**config.mk**
```make
export PLATFORM = sky130hd
export DESIGN_NAME = pkt_ram_streamer
export DESIGN_NICKNAME = d
export VERILOG_FILES = /design/src/rtl/pkt_streamer_pkg.sv /design/src/rtl/pkt_skid_fifo.sv /design/src/rtl/pkt_ram_streamer.sv
export SDC_FILE = /design/constraint.sdc
export NUM_CORES = 1
export LEC_CHECK = 0
export ABC_AREA = 1
export CORE_UTILIZATION = 34
export CTS_BUF_LIST = sky130_fd_sc_hd__clkbuf_4 sky130_fd_sc_hd__clkbuf_8 sky130_fd_sc_hd__clkbuf_16
export CTS_CLUSTER_SIZE = 14
export DETAILED_ROUTE_END_ITERATION = 8
export RECOVER_POWER = 25
export SETUP_SLACK_MARGIN = 0.15
export SYNTH_ARGS = -nofsm -noshare
export SYNTH_HDL_FRONTEND = slang
export SYNTH_SLANG_ARGS = --single-unit
```
**constraint.sdc**
```tcl
create_clock -name clk -period 5 [get_ports clk]
set_input_delay 1 -clock clk [delete_from_list [all_inputs] [get_ports clk]]
set_output_delay 1 -clock clk [all_outputs]
set_load 0.05 [all_outputs]
```
**src/rtl/pkt_streamer_pkg.sv**
```systemverilog
// Shared constants for the packet RAM streamer: default widths, header length field and
// FSM state encoding.
package pkt_streamer_pkg;

   localparam int unsigned DEF_DATA_W = 32;
   localparam int unsigned DEF_ADDR_W = 6;

   localparam int unsigned LEN_LSB = 0;
   localparam int unsigned LEN_MSB = 5;
   localparam int unsigned LEN_W   = LEN_MSB - LEN_LSB + 1;

   typedef logic [1:0] state_t;

   localparam state_t StIdle    = 2'd0;
   localparam state_t StRdHdr   = 2'd1;
   localparam state_t StWaitHdr = 2'd2;
   localparam state_t StStream  = 2'd3;

endpackage

```
**src/rtl/pkt_skid_fifo.sv**
```systemverilog
// Two-entry buffer between the RAM read port and the stream output; push and pop may
// coincide even when full.
module pkt_skid_fifo #(
   parameter int unsigned WIDTH = 34
) (
   input  logic             clk_i,
   input  logic             rst_i,
   input  logic             push_i,
   input  logic             pop_i,
   input  logic [WIDTH-1:0] wdata_i,
   output logic [WIDTH-1:0] rdata_o,
   output logic [1:0]       occ_o
);

   logic [WIDTH-1:0] mem_q [2];
   logic             wr_ptr_q;
   logic             rd_ptr_q;
   logic [1:0]       occ_q;

   assign rdata_o = mem_q[rd_ptr_q];
   assign occ_o   = occ_q;

   always_ff @(posedge clk_i or posedge rst_i) begin
      if (rst_i) begin
         mem_q[0] <= '0;
         mem_q[1] <= '0;
         wr_ptr_q <= 1'b0;
         rd_ptr_q <= 1'b0;
         occ_q    <= 2'd0;
      end else begin
         if (push_i) begin
            mem_q[wr_ptr_q] <= wdata_i;
            wr_ptr_q        <= ~wr_ptr_q;
         end
         if (pop_i) begin
            rd_ptr_q <= ~rd_ptr_q;
         end
         occ_q <= occ_q + {1'b0, push_i} - {1'b0, pop_i};
      end
   end

endmodule

```
**src/rtl/pkt_ram_streamer.sv**
```systemverilog
// Reads one length-prefixed packet from the packet RAM on a send_cmd rising edge and
// streams the payload out with sop/eop framing and full ready backpressure.
module pkt_ram_streamer
   import pkt_streamer_pkg::*;
#(
   parameter int unsigned DATA_W = DEF_DATA_W,
   parameter int unsigned ADDR_W = DEF_ADDR_W
) (
   input  logic              clk,
   input  logic              rst,
   input  logic              send_cmd,
   input  logic [ADDR_W-1:0] start_ram_addr,
   output logic              ram_rd_en,
   output logic [ADDR_W-1:0] ram_rd_addr,
   input  logic [DATA_W-1:0] ram_rd_data,
   output logic              st_valid,
   output logic [DATA_W-1:0] st_data,
   output logic              st_sop,
   output logic              st_eop,
   input  logic              st_ready,
   output logic              busy,
   output logic              pkt_done,
   output logic              len_err,
   output logic [15:0]       pkt_count
);

   localparam int unsigned FIFO_W = DATA_W + 2;

   state_t            state_q, state_d;
   logic              send_q;
   logic [ADDR_W-1:0] start_q;
   logic [LEN_W-1:0]  len_q;
   logic [LEN_W-1:0]  issued_q;
   logic [LEN_W-1:0]  recv_q;
   logic              rd_pend_q;
   logic              len_err_q;
   logic              pkt_done_q;
   logic [15:0]       pkt_count_q;

   logic              start_edge;
   logic              issue;
   logic              pop;
   logic              eop_hs;
   logic [1:0]        occ;
   logic [1:0]        occ_after;
   logic [LEN_W-1:0]  hdr_len;
   logic [FIFO_W-1:0] fifo_wdata;
   logic [FIFO_W-1:0] fifo_rdata;

   assign start_edge = send_cmd & ~send_q;
   assign hdr_len    = ram_rd_data[LEN_MSB:LEN_LSB];
   assign st_valid   = (occ != 2'd0);
   assign pop        = st_valid & st_ready;
   assign eop_hs     = pop & st_eop;
   assign occ_after  = occ - {1'b0, pop};

   // Buffered words plus reads still in flight may never exceed the two buffer slots.
   assign issue = (state_q == StStream) && ((occ_after + {1'b0, rd_pend_q}) < 2'd2) &&
                  (issued_q < len_q);

   // Framing is tagged as data returns, so the buffer carries sop/eop alongside each word.
   assign fifo_wdata = {(recv_q == '0), (recv_q == (len_q - LEN_W'(1))), ram_rd_data};

   assign {st_sop, st_eop, st_data} = fifo_rdata;
   assign ram_rd_en = (state_q == StRdHdr) | issue;
   assign busy      = (state_q != StIdle);
   assign pkt_done  = pkt_done_q;
   assign len_err   = len_err_q;
   assign pkt_count = pkt_count_q;

   always_comb begin
      ram_rd_addr = '0;
      if (state_q == StRdHdr) begin
         ram_rd_addr = start_q;
      end else if (issue) begin
         ram_rd_addr = start_q + ADDR_W'(issued_q) + ADDR_W'(1);
      end
   end

   always_comb begin
      state_d = state_q;
      unique case (state_q)
         StIdle:    if (start_edge) state_d = StRdHdr;
         StRdHdr:   state_d = StWaitHdr;
         StWaitHdr: state_d = (hdr_len == '0) ? StIdle : StStream;
         StStream:  if (eop_hs) state_d = StIdle;
         default:   state_d = StIdle;
      endcase
   end

   always_ff @(posedge clk or posedge rst) begin
      if (rst) begin
         state_q     <= StIdle;
         send_q      <= 1'b0;
         start_q     <= '0;
         len_q       <= '0;
         issued_q    <= '0;
         recv_q      <= '0;
         rd_pend_q   <= 1'b0;
         len_err_q   <= 1'b0;
         pkt_done_q  <= 1'b0;
         pkt_count_q <= 16'd0;
      end else begin
         state_q    <= state_d;
         send_q     <= send_cmd;
         rd_pend_q  <= issue;
         len_err_q  <= (state_q == StWaitHdr) && (hdr_len == '0);
         pkt_done_q <= eop_hs;
         if (eop_hs) begin
            pkt_count_q <= pkt_count_q + 16'd1;
         end
         if ((state_q == StIdle) && start_edge) begin
            start_q <= start_ram_addr;
         end
         if (state_q == StWaitHdr) begin
            len_q    <= hdr_len;
            issued_q <= '0;
            recv_q   <= '0;
         end else begin
            if (issue) begin
               issued_q <= issued_q + LEN_W'(1);
            end
            if (rd_pend_q) begin
               recv_q <= recv_q + LEN_W'(1);
            end
         end
      end
   end

   pkt_skid_fifo #(
      .WIDTH (FIFO_W)
   ) u_skid_fifo (
      .clk_i   (clk),
      .rst_i   (rst),
      .push_i  (rd_pend_q),
      .pop_i   (pop),
      .wdata_i (fifo_wdata),
      .rdata_o (fifo_rdata),
      .occ_o   (occ)
   );

endmodule

```
==> impl_metrics.prom, run 1 <==
# TYPE chip_impl_metric gauge
chip_impl_metric{name="initial_utilization",unit="%"} 34.7
chip_impl_metric{name="cap_viol_max_count",unit=""} 1
chip_impl_metric{name="required",unit="ns"} 4.00
chip_impl_metric{name="grt_max_degree",unit=""} 78
chip_impl_info{name="startpoint_of_the_worst_setup_timing_path",value="u_skid_fifo.rd_ptr_q"} 1
chip_impl_metric{name="postSynth.asyncResetShare",unit="%"} 100
chip_impl_metric{name="cts_resized",unit=""} 0
chip_impl_info{name="ys_top_cells_by_count",value="sky130_fd_sc_hd__nand2_1, sky130_fd_sc_hd__dfrtp_1, sky130_fd_sc_hd__inv_1"} 1
chip_impl_metric{name="powerDensity",unit="nW/um^2"} 730
chip_impl_metric{name="finalHoldWorstSlack",unit="ns"} 0.477
chip_impl_metric{name="fin_crit_sh",unit="%"} 87.9
chip_impl_info{name="synth_area_leaders",value="sky130_fd_sc_hd__dfrtp_1, sky130_fd_sc_hd__nand2_1, sky130_fd_sc_hd__o21ai_0"} 1
chip_impl_metric{name="worst-slew-pin-transition",unit="ns"} 2.92
chip_impl_metric{name="synth_enable_flop_cells",unit=""} 0
chip_impl_metric{name="final-setup-viol-count",unit=""} 0
chip_impl_info{name="yosys.cell_count.top_type",value="sky130_fd_sc_hd__nand2_1"} 1
chip_impl_info{name="clock_tree.root_cell",value="sky130_fd_sc_hd__clkbuf_16"} 1
chip_impl_metric{name="via_count_of_the_first_global_routing_pass",unit=""} 4629
chip_impl_metric{name="timing.final.max_slew_violations",unit=""} 78
chip_impl_metric{name="routed-via-count",unit=""} 4911
chip_impl_metric{name="initial_antenna_violation_count",unit=""} 0
chip_impl_metric{name="layout-drive-gt1-share",unit="%"} 6.74
chip_impl_info{name="path_cells",value="clkbuf_1 -> nand2_1 -> nand2_1 -> clkdlybuf4s50_1"} 1
chip_impl_metric{name="cts_inserted_buffers",unit=""} 17
chip_impl_metric{name="viasPerCell",unit=""} 4.53
chip_impl_metric{name="skew",unit="ns"} 0.00720
chip_impl_info{name="min_path_type",value="flop to flop"} 1
chip_impl_metric{name="number_of_nets_at_the_end_of_the_flow",unit=""} 907
chip_impl_metric{name="critical_path.max_fanout",unit=""} 30
chip_impl_metric{name="syn_inst",unit=""} 747
chip_impl_metric{name="antenna_violation_net_count_after_detailed_routing",unit=""} 0
chip_impl_metric{name="detailed_place_hpwl",unit="um"} 9290
chip_impl_metric{name="period_needed",unit="ns"} 4.40
chip_impl_info{name="crit_top_cell",value="sky130_fd_sc_hd__nand2_1"} 1
chip_impl_metric{name="first_iter_violations",unit=""} 251
chip_impl_metric{name="timing.slew.headroom",unit="%"} -94.6
chip_impl_metric{name="ir_worst_vdd",unit="V"} 0.000391
chip_impl_info{name="timing.rr.start",value="rd_pend_q"} 1
chip_impl_info{name="setup_repair_after_global_routing_missed_its_margin",value="no"} 1
chip_impl_metric{name="gr-usage-all-layers",unit="%"} 15.8
chip_impl_metric{name="gp_routability_congestion",unit=""} 0.769
chip_impl_metric{name="fillers",unit=""} 1762
chip_impl_metric{name="areaGrowthSynthToFinish",unit="%"} 28.9
chip_impl_info{name="status",value="finished with violations"} 1
chip_impl_metric{name="yosys_warn_count",unit=""} 0
chip_impl_metric{name="wire_length_of_the_first_global_routing_pass",unit="um"} 22500
chip_impl_metric{name="netlist_area_pre_place",unit="sq um"} 5950
chip_impl_info{name="dominantRegCellSynth",value="sky130_fd_sc_hd__dfrtp_1"} 1
chip_impl_metric{name="coreArea",unit="sq um"} 17200
chip_impl_metric{name="timing.setup.tns",unit="ns"} 0
chip_impl_metric{name="clk_transition_reported_paths",unit="ns"} 0.06
chip_impl_info{name="critPathLaunchType",value="flop"} 1
chip_impl_metric{name="max_stage_delay",unit="ns"} 1.09
chip_impl_metric{name="insertion_delay",unit="ns"} 0.41
chip_impl_metric{name="timing_hold_violations_final",unit=""} 0
chip_impl_metric{name="htree_levels",unit=""} 4
chip_impl_info{name="violations",value="max-capacitance violations, max-slew violations"} 1
chip_impl_info{name="critical_path.endpoint_type",value="output pin"} 1
chip_impl_metric{name="syn-num-nets",unit=""} 807
chip_impl_metric{name="dr.pass1.iters",unit=""} 5
chip_impl_metric{name="post_cts_hold_buffer_count",unit=""} 0
chip_impl_metric{name="port-buffer-count",unit=""} 102
chip_impl_info{name="synth_top_area_cell",value="sky130_fd_sc_hd__dfrtp_1"} 1
chip_impl_metric{name="finalWirelength",unit="um"} 13500
chip_impl_metric{name="grt.overflow.total",unit=""} 0
chip_impl_metric{name="n_antenna_cell",unit=""} 0
chip_impl_metric{name="vertical_die_dimension",unit="um"} 134
chip_impl_metric{name="floorplan.die.width",unit="um"} 134
chip_impl_info{name="worst_path_max_delay_cell",value="sky130_fd_sc_hd__clkbuf_1"} 1
chip_impl_metric{name="cts.sink_count",unit=""} 118
chip_impl_metric{name="io-pin-count",unit=""} 103
chip_impl_info{name="clock_tree_from_tritoncts",value="built"} 1
chip_impl_metric{name="design.die.area",unit="sq um"} 18000
chip_impl_metric{name="floorplan.rows",unit=""} 48
chip_impl_metric{name="ys_seq_area_share",unit="%"} 49.6
chip_impl_metric{name="ys_types",unit=""} 34
chip_impl_metric{name="max_clock_buf_depth",unit=""} 2
chip_impl_info{name="classification_of_the_worst_setup_path",value="flop to output pin"} 1
chip_impl_metric{name="power.leakage",unit="nW"} 3.85
chip_impl_info{name="holdCritStartpoint",value="u_skid_fifo.mem_q[7]"} 1
chip_impl_metric{name="worst-endpoint-arrival",unit="ns"} 3.40
chip_impl_metric{name="wire_per_inst",unit="um"} 12.4
chip_impl_metric{name="post-cts-setup-buffer-count",unit=""} 0
chip_impl_metric{name="synthDominantCellAreaShare",unit="%"} 49.6
chip_impl_metric{name="drcViolationCount",unit=""} 0
chip_impl_metric{name="total_of_flip_flops_plus_latches_after_synthesis",unit=""} 118
chip_impl_metric{name="fmax",unit="MHz"} 228
chip_impl_metric{name="syn-mean-instance-area",unit="sq um"} 7.97
==> per-stage QoR <==
stage / std cells / instance area (sq um) / power [W] / setup slack [ns] / utilization, %
floorplan: 747 / 5950 / 0.00367 / 0.841 / -
global placement: 1053 / 7160 / 0.00451 / 0.750 / 41.7
detailed placement: 1053 / 7160 / 0.00455 / 0.680 / 41.7
CTS: 1085 / 7710 / 0.00570 / 0.669 / 44.9
global route: 1085 / 7670 / 0.00601 / 0.287 / 44.7
finish: 1085 / 7670 / 0.00560 / 0.605 / 44.7
==> cells in the final DEF, fill, tap and decap left out, drive strengths merged, types with 5 or more instances in the layout <==
cell,n
xnor2,5
buf,9
nand3,33
o21ai,91
nand2,273
nor3,9
inv,87
xor2,16
a21oi,12
clkinvlp,5
clkinv,9
ha,17
clkbuf,20
dlygate4sd3,9
clkdlybuf4s50,86
nand4,7
nor2,38
dfrtp,118
==> worst paths after layout <==
path                                              end  slack (ns)  cells past startpoint
worst max-delay path                           st_eop        0.60                      4
worst min-delay path             u_skid_fifo.mem_q[7]        0.48                      2
worst max register to register  u_skid_fifo.mem_q[65]        1.69                      5
worst min register to register   u_skid_fifo.mem_q[7]        0.48                      2
max in group asynchronous       u_skid_fifo.mem_q[43]        1.24                      2
min in group asynchronous       u_skid_fifo.mem_q[12]        2.11                      2
==> where the power goes <==
group	switching [W]	total, W	internal, W	leakage, nW
clock network	0.000428	0.00112	0.000688	0.263
registers	0.000259	0.00161	0.00135	1.46
logic	0.00194	0.00288	0.000946	2.13
total	0.00262	0.00560	0.00298	3.85
==> worst max-delay path: cells and delay by family (launching register included) <==
kind	cells	cell delay, ns
buffers and inverters	2	1.96
DFF	1	0.74
and+or+nand+nor	2	0.29
==> state kept, by name (all words and copies together), names as in the netlist, 2 cells and up <==
register,flops
u_skid_fifo.occ_o,2
state_q,2
u_skid_fifo.mem_q,68
start_q,6
issued_q,6
len_q,6
recv_q,6
pkt_count,16
==> kinds of logic after synthesis <==
kind of cell	count (synthesis)	share of synthesized area (%)
simple gates	363	25.2
compound gates	111	9.92
fa+ha+maj	18	3.91
flops	118	49.6
mux	3	0.567
xor+xnor	21	3.09
buf+inv	113	7.77
==> layout make-up <==
| class | instances | area (sq um) | area share [%] |
|---|---|---|---|
| Multi-Input combinational cell | 516 | 2520 | 32.8 |
| Sequential cell | 118 | 2950 | 38.5 |
| Timing Repair Buffer | 106 | 1040 | 13.5 |
| Inverter | 88 | 332 | 4.32 |
| Clock buffer | 18 | 439 | 5.72 |
| Tap cell | 225 | 282 | 3.67 |
| Clock inverter | 14 | 111 | 1.45 |
==> metal layers <==
metal / vias up / track usage [%] / part of all wire (%)
met5: - / 0 / 0
met4: 0 / 4.68 / 0.84
met3: 8 / 3.82 / 3.0
met2: 79 / 25.4 / 47
met1: 2265 / 21.0 / 49
li1: 2559 / - / -
(Power assumes the default switching activity.)
==> inputs of run 2 (changes only) <==
--- a/config.mk
+++ b/config.mk
@@ -7,7 +7,7 @@
 export LEC_CHECK = 0
 export ABC_AREA = 1
 export CORE_UTILIZATION = 34
-export CTS_BUF_LIST = sky130_fd_sc_hd__clkbuf_4 sky130_fd_sc_hd__clkbuf_8 sky130_fd_sc_hd__clkbuf_16
+export CTS_BUF_LIST = sky130_fd_sc_hd__clkbuf_8
 export CTS_CLUSTER_SIZE = 14
 export DETAILED_ROUTE_END_ITERATION = 8
 export RECOVER_POWER = 25
==> run 2 against run 1 <==
Compared with the run above:
- the flow still finishes with violations (max-capacitance violations, max-slew violations)
- wire length grew 0.13%
- hold slack gained 0.0041 ns
- sequential cell count is the same
- clock-buffer cell count is the same
- critical path type is now input pin to output pin
- largest cell class unchanged
- largest power group unchanged
==> impl_metrics.prom, run 2 (synthesis gave the netlist of run 1 again) <==
# TYPE chip_impl_metric gauge
chip_impl_metric{name="n_antenna_cell",unit=""} 0
chip_impl_info{name="min_path_type",value="flop to flop"} 1
chip_impl_info{name="layout.cells.most_common_list",value="sky130_fd_sc_hd__nand2_1, sky130_fd_sc_hd__dfrtp_1, sky130_fd_sc_hd__clkdlybuf4s50_1"} 1
chip_impl_metric{name="drcViolationCount",unit=""} 0
chip_impl_metric{name="max_clock_buf_depth",unit=""} 2
chip_impl_metric{name="fin_crit_sh",unit="%"} 87.6
chip_impl_metric{name="largest_register_ffs",unit=""} 68
chip_impl_metric{name="cap_viol_max_count",unit=""} 2
chip_impl_metric{name="initial_antenna_violation_count",unit=""} 0
chip_impl_metric{name="port-buffer-count",unit=""} 102
chip_impl_metric{name="cts_resized",unit=""} 0
chip_impl_info{name="biggest_register",value="u_skid_fifo.mem_q"} 1
chip_impl_metric{name="required",unit="ns"} 4.00
chip_impl_metric{name="period_needed",unit="ns"} 4.38
chip_impl_info{name="violations",value="max-capacitance violations, max-slew violations"} 1
chip_impl_metric{name="wire_per_inst",unit="um"} 12.5
chip_impl_metric{name="number_of_nets_at_the_end_of_the_flow",unit=""} 907
chip_impl_metric{name="utilization",unit="%"} 43.6
chip_impl_info{name="timing.rr.start",value="rd_pend_q"} 1
chip_impl_metric{name="skew",unit="ns"} 0.0107
chip_impl_info{name="clock_tree.root_cell",value="sky130_fd_sc_hd__clkbuf_8"} 1
chip_impl_metric{name="cts.sink_count",unit=""} 118
chip_impl_metric{name="timing_hold_violations_final",unit=""} 0
chip_impl_info{name="critPathLaunchType",value="input pin"} 1
chip_impl_metric{name="critical_path.max_fanout",unit=""} 13
chip_impl_info{name="status",value="finished with violations"} 1
chip_impl_metric{name="grt.overflow.total",unit=""} 0
chip_impl_metric{name="cell_count_of_the_worst_reg_to_reg_path",unit=""} 5
chip_impl_info{name="final_common_cell",value="sky130_fd_sc_hd__nand2_1"} 1
chip_impl_metric{name="htree_levels",unit=""} 4
chip_impl_metric{name="detailed_place_hpwl",unit="um"} 9290
chip_impl_info{name="startpoint_of_the_worst_setup_timing_path",value="st_ready"} 1
chip_impl_info{name="classification_of_the_worst_setup_path",value="input pin to output pin"} 1
chip_impl_metric{name="floorplan.rows",unit=""} 48
chip_impl_metric{name="io-pin-count",unit=""} 103
chip_impl_metric{name="vertical_die_dimension",unit="um"} 134
chip_impl_metric{name="setup_ws",unit="ns"} 0.619
chip_impl_metric{name="ir_worst_vdd",unit="V"} 0.000358
chip_impl_metric{name="insertion_delay",unit="ns"} 0.43
chip_impl_info{name="clock_tree_from_tritoncts",value="built"} 1
chip_impl_metric{name="dr.pass1.iters",unit=""} 4
chip_impl_metric{name="clk_transition_reported_paths",unit="ns"} 0.07
chip_impl_metric{name="routed-via-count",unit=""} 4909
chip_impl_metric{name="powerDensity",unit="nW/um^2"} 705
chip_impl_metric{name="areaGrowthSynthToFinish",unit="%"} 25.7
chip_impl_metric{name="wire_length_of_the_first_global_routing_pass",unit="um"} 22600
chip_impl_info{name="critical_path.endpoint_type",value="output pin"} 1
chip_impl_metric{name="first_iter_violations",unit=""} 264
chip_impl_metric{name="viasPerCell",unit=""} 4.52
chip_impl_metric{name="design_power_total",unit="W"} 0.00528
chip_impl_metric{name="final_cell_area",unit="sq um"} 7490
chip_impl_metric{name="worst-r2r-setup-slack",unit="ns"} 1.91
chip_impl_metric{name="finalWirelength",unit="um"} 13500
chip_impl_metric{name="cts_inserted_buffers",unit=""} 17
chip_impl_metric{name="post-cts-setup-buffer-count",unit=""} 0
chip_impl_metric{name="gp_routability_congestion",unit=""} 0.769
chip_impl_metric{name="grt_max_degree",unit=""} 78
chip_impl_info{name="endpoint",value="ram_rd_addr[5]"} 1
chip_impl_metric{name="power.leakage",unit="nW"} 3.77
chip_impl_info{name="worstReg2RegEnd",value="u_skid_fifo.mem_q[32]"} 1
chip_impl_metric{name="antenna_violation_net_count_after_detailed_routing",unit=""} 0
chip_impl_info{name="setup_repair_after_global_routing_missed_its_margin",value="no"} 1
chip_impl_metric{name="gr-usage-all-layers",unit="%"} 15.9
chip_impl_metric{name="layout-drive-gt1-share",unit="%"} 6.98
chip_impl_metric{name="final-setup-viol-count",unit=""} 0
chip_impl_metric{name="timing.final.max_slew_violations",unit=""} 105
chip_impl_metric{name="timing.slew.headroom",unit="%"} -94.2
chip_impl_metric{name="total_placed_instance_area",unit="sq um"} 7160
chip_impl_metric{name="place_worst_setup_slack",unit="ns"} 0.680
chip_impl_metric{name="fmax",unit="MHz"} 228
chip_impl_metric{name="worst-slew-pin-transition",unit="ns"} 2.91
chip_impl_metric{name="via_count_of_the_first_global_routing_pass",unit=""} 4619
chip_impl_metric{name="initial_utilization",unit="%"} 34.7
chip_impl_metric{name="post_cts_hold_buffer_count",unit=""} 0
chip_impl_metric{name="fillers",unit=""} 1796
chip_impl_metric{name="timing.setup.tns",unit="ns"} 0
chip_impl_metric{name="floorplan.die.width",unit="um"} 134
chip_impl_metric{name="design.die.area",unit="sq um"} 18000
chip_impl_metric{name="worst-endpoint-arrival",unit="ns"} 3.38
chip_impl_metric{name="coreArea",unit="sq um"} 17200
-- run 2: cell count changes in the layout (fill, tap and decap cells not counted), sizes merged --
cell,change
buf,+1
clkbuf,-1
-- run 2: layout make-up --
| cell class | count | area (sq um) | share of cell area [%] |
|---|---|---|---|
| sequential | 118 | 2950 | 39.4 |
| multi-input combinational | 516 | 2520 | 33.7 |
| timing repair buffer | 106 | 1040 | 13.9 |
| inverter | 88 | 332 | 4.43 |
| tap | 225 | 282 | 3.76 |
| clock buffer | 18 | 248 | 3.31 |
| clock inverter | 14 | 111 | 1.49 |
-- run 2: stage by stage --
step / hold slack (ns) / instances
final: 0.481 / 1085
after global routing: 0.503 / 1085
after CTS: 0.485 / 1085
after detailed placement: 0.465 / 1053
after global placement: 0.464 / 1053
after floorplan: 0.449 / 747
-- run 2: how the worst min path moves through the flow --
stage / from / end / cells past startpoint
2_1_floorplan: u_skid_fifo.mem_q[10] / u_skid_fifo.mem_q[10] / 2
6_report: u_skid_fifo.mem_q[6] / u_skid_fifo.mem_q[6] / 2
3_5_place_dp: u_skid_fifo.mem_q[6] / u_skid_fifo.mem_q[6] / 2
4_1_cts: u_skid_fifo.mem_q[3] / u_skid_fifo.mem_q[3] / 2
5_1_grt: u_skid_fifo.mem_q[22] / u_skid_fifo.mem_q[22] / 2
3_3_place_gp: u_skid_fifo.mem_q[6] / u_skid_fifo.mem_q[6] / 2
-- run 2: report_power, final --
part | internal [W] | leakage [nW] | total (W) | switching, W
Sequential | 0.00135 | 1.46 | 0.00160 | 0.000259
Combinational | 0.000947 | 2.13 | 0.00288 | 0.00194
Clock | 0.000398 | 0.176 | 0.000794 | 0.000396
Total | 0.00269 | 3.77 | 0.00528 | 0.00259
-- run 2: layer usage --
layer	track usage, %	vias to the layer above	share of wire (%)
met5	0	-	0
met4	5.43	0	0.78
met2	25.4	78	47
met1	21.2	2271	49
li1	-	2552	-
met3	3.70	8	3.0
-- run 2: worst max-delay path: stages --
cell and delay (ns):
sky130_fd_sc_hd__dlygate4sd3_1 0.53, sky130_fd_sc_hd__o21a_1 0.15, sky130_fd_sc_hd__ha_1 0.30, sky130_fd_sc_hd__inv_1 0.06, sky130_fd_sc_hd__ha_1 0.18, sky130_fd_sc_hd__xor2_1 0.16
sky130_fd_sc_hd__nand2_1 0.07, sky130_fd_sc_hd__nand2_1 0.10, sky130_fd_sc_hd__nand3_2 0.28, sky130_fd_sc_hd__clkinv_2 0.20, sky130_fd_sc_hd__nand3_1 0.09, sky130_fd_sc_hd__nand2_1 0.11
sky130_fd_sc_hd__buf_12 0.14
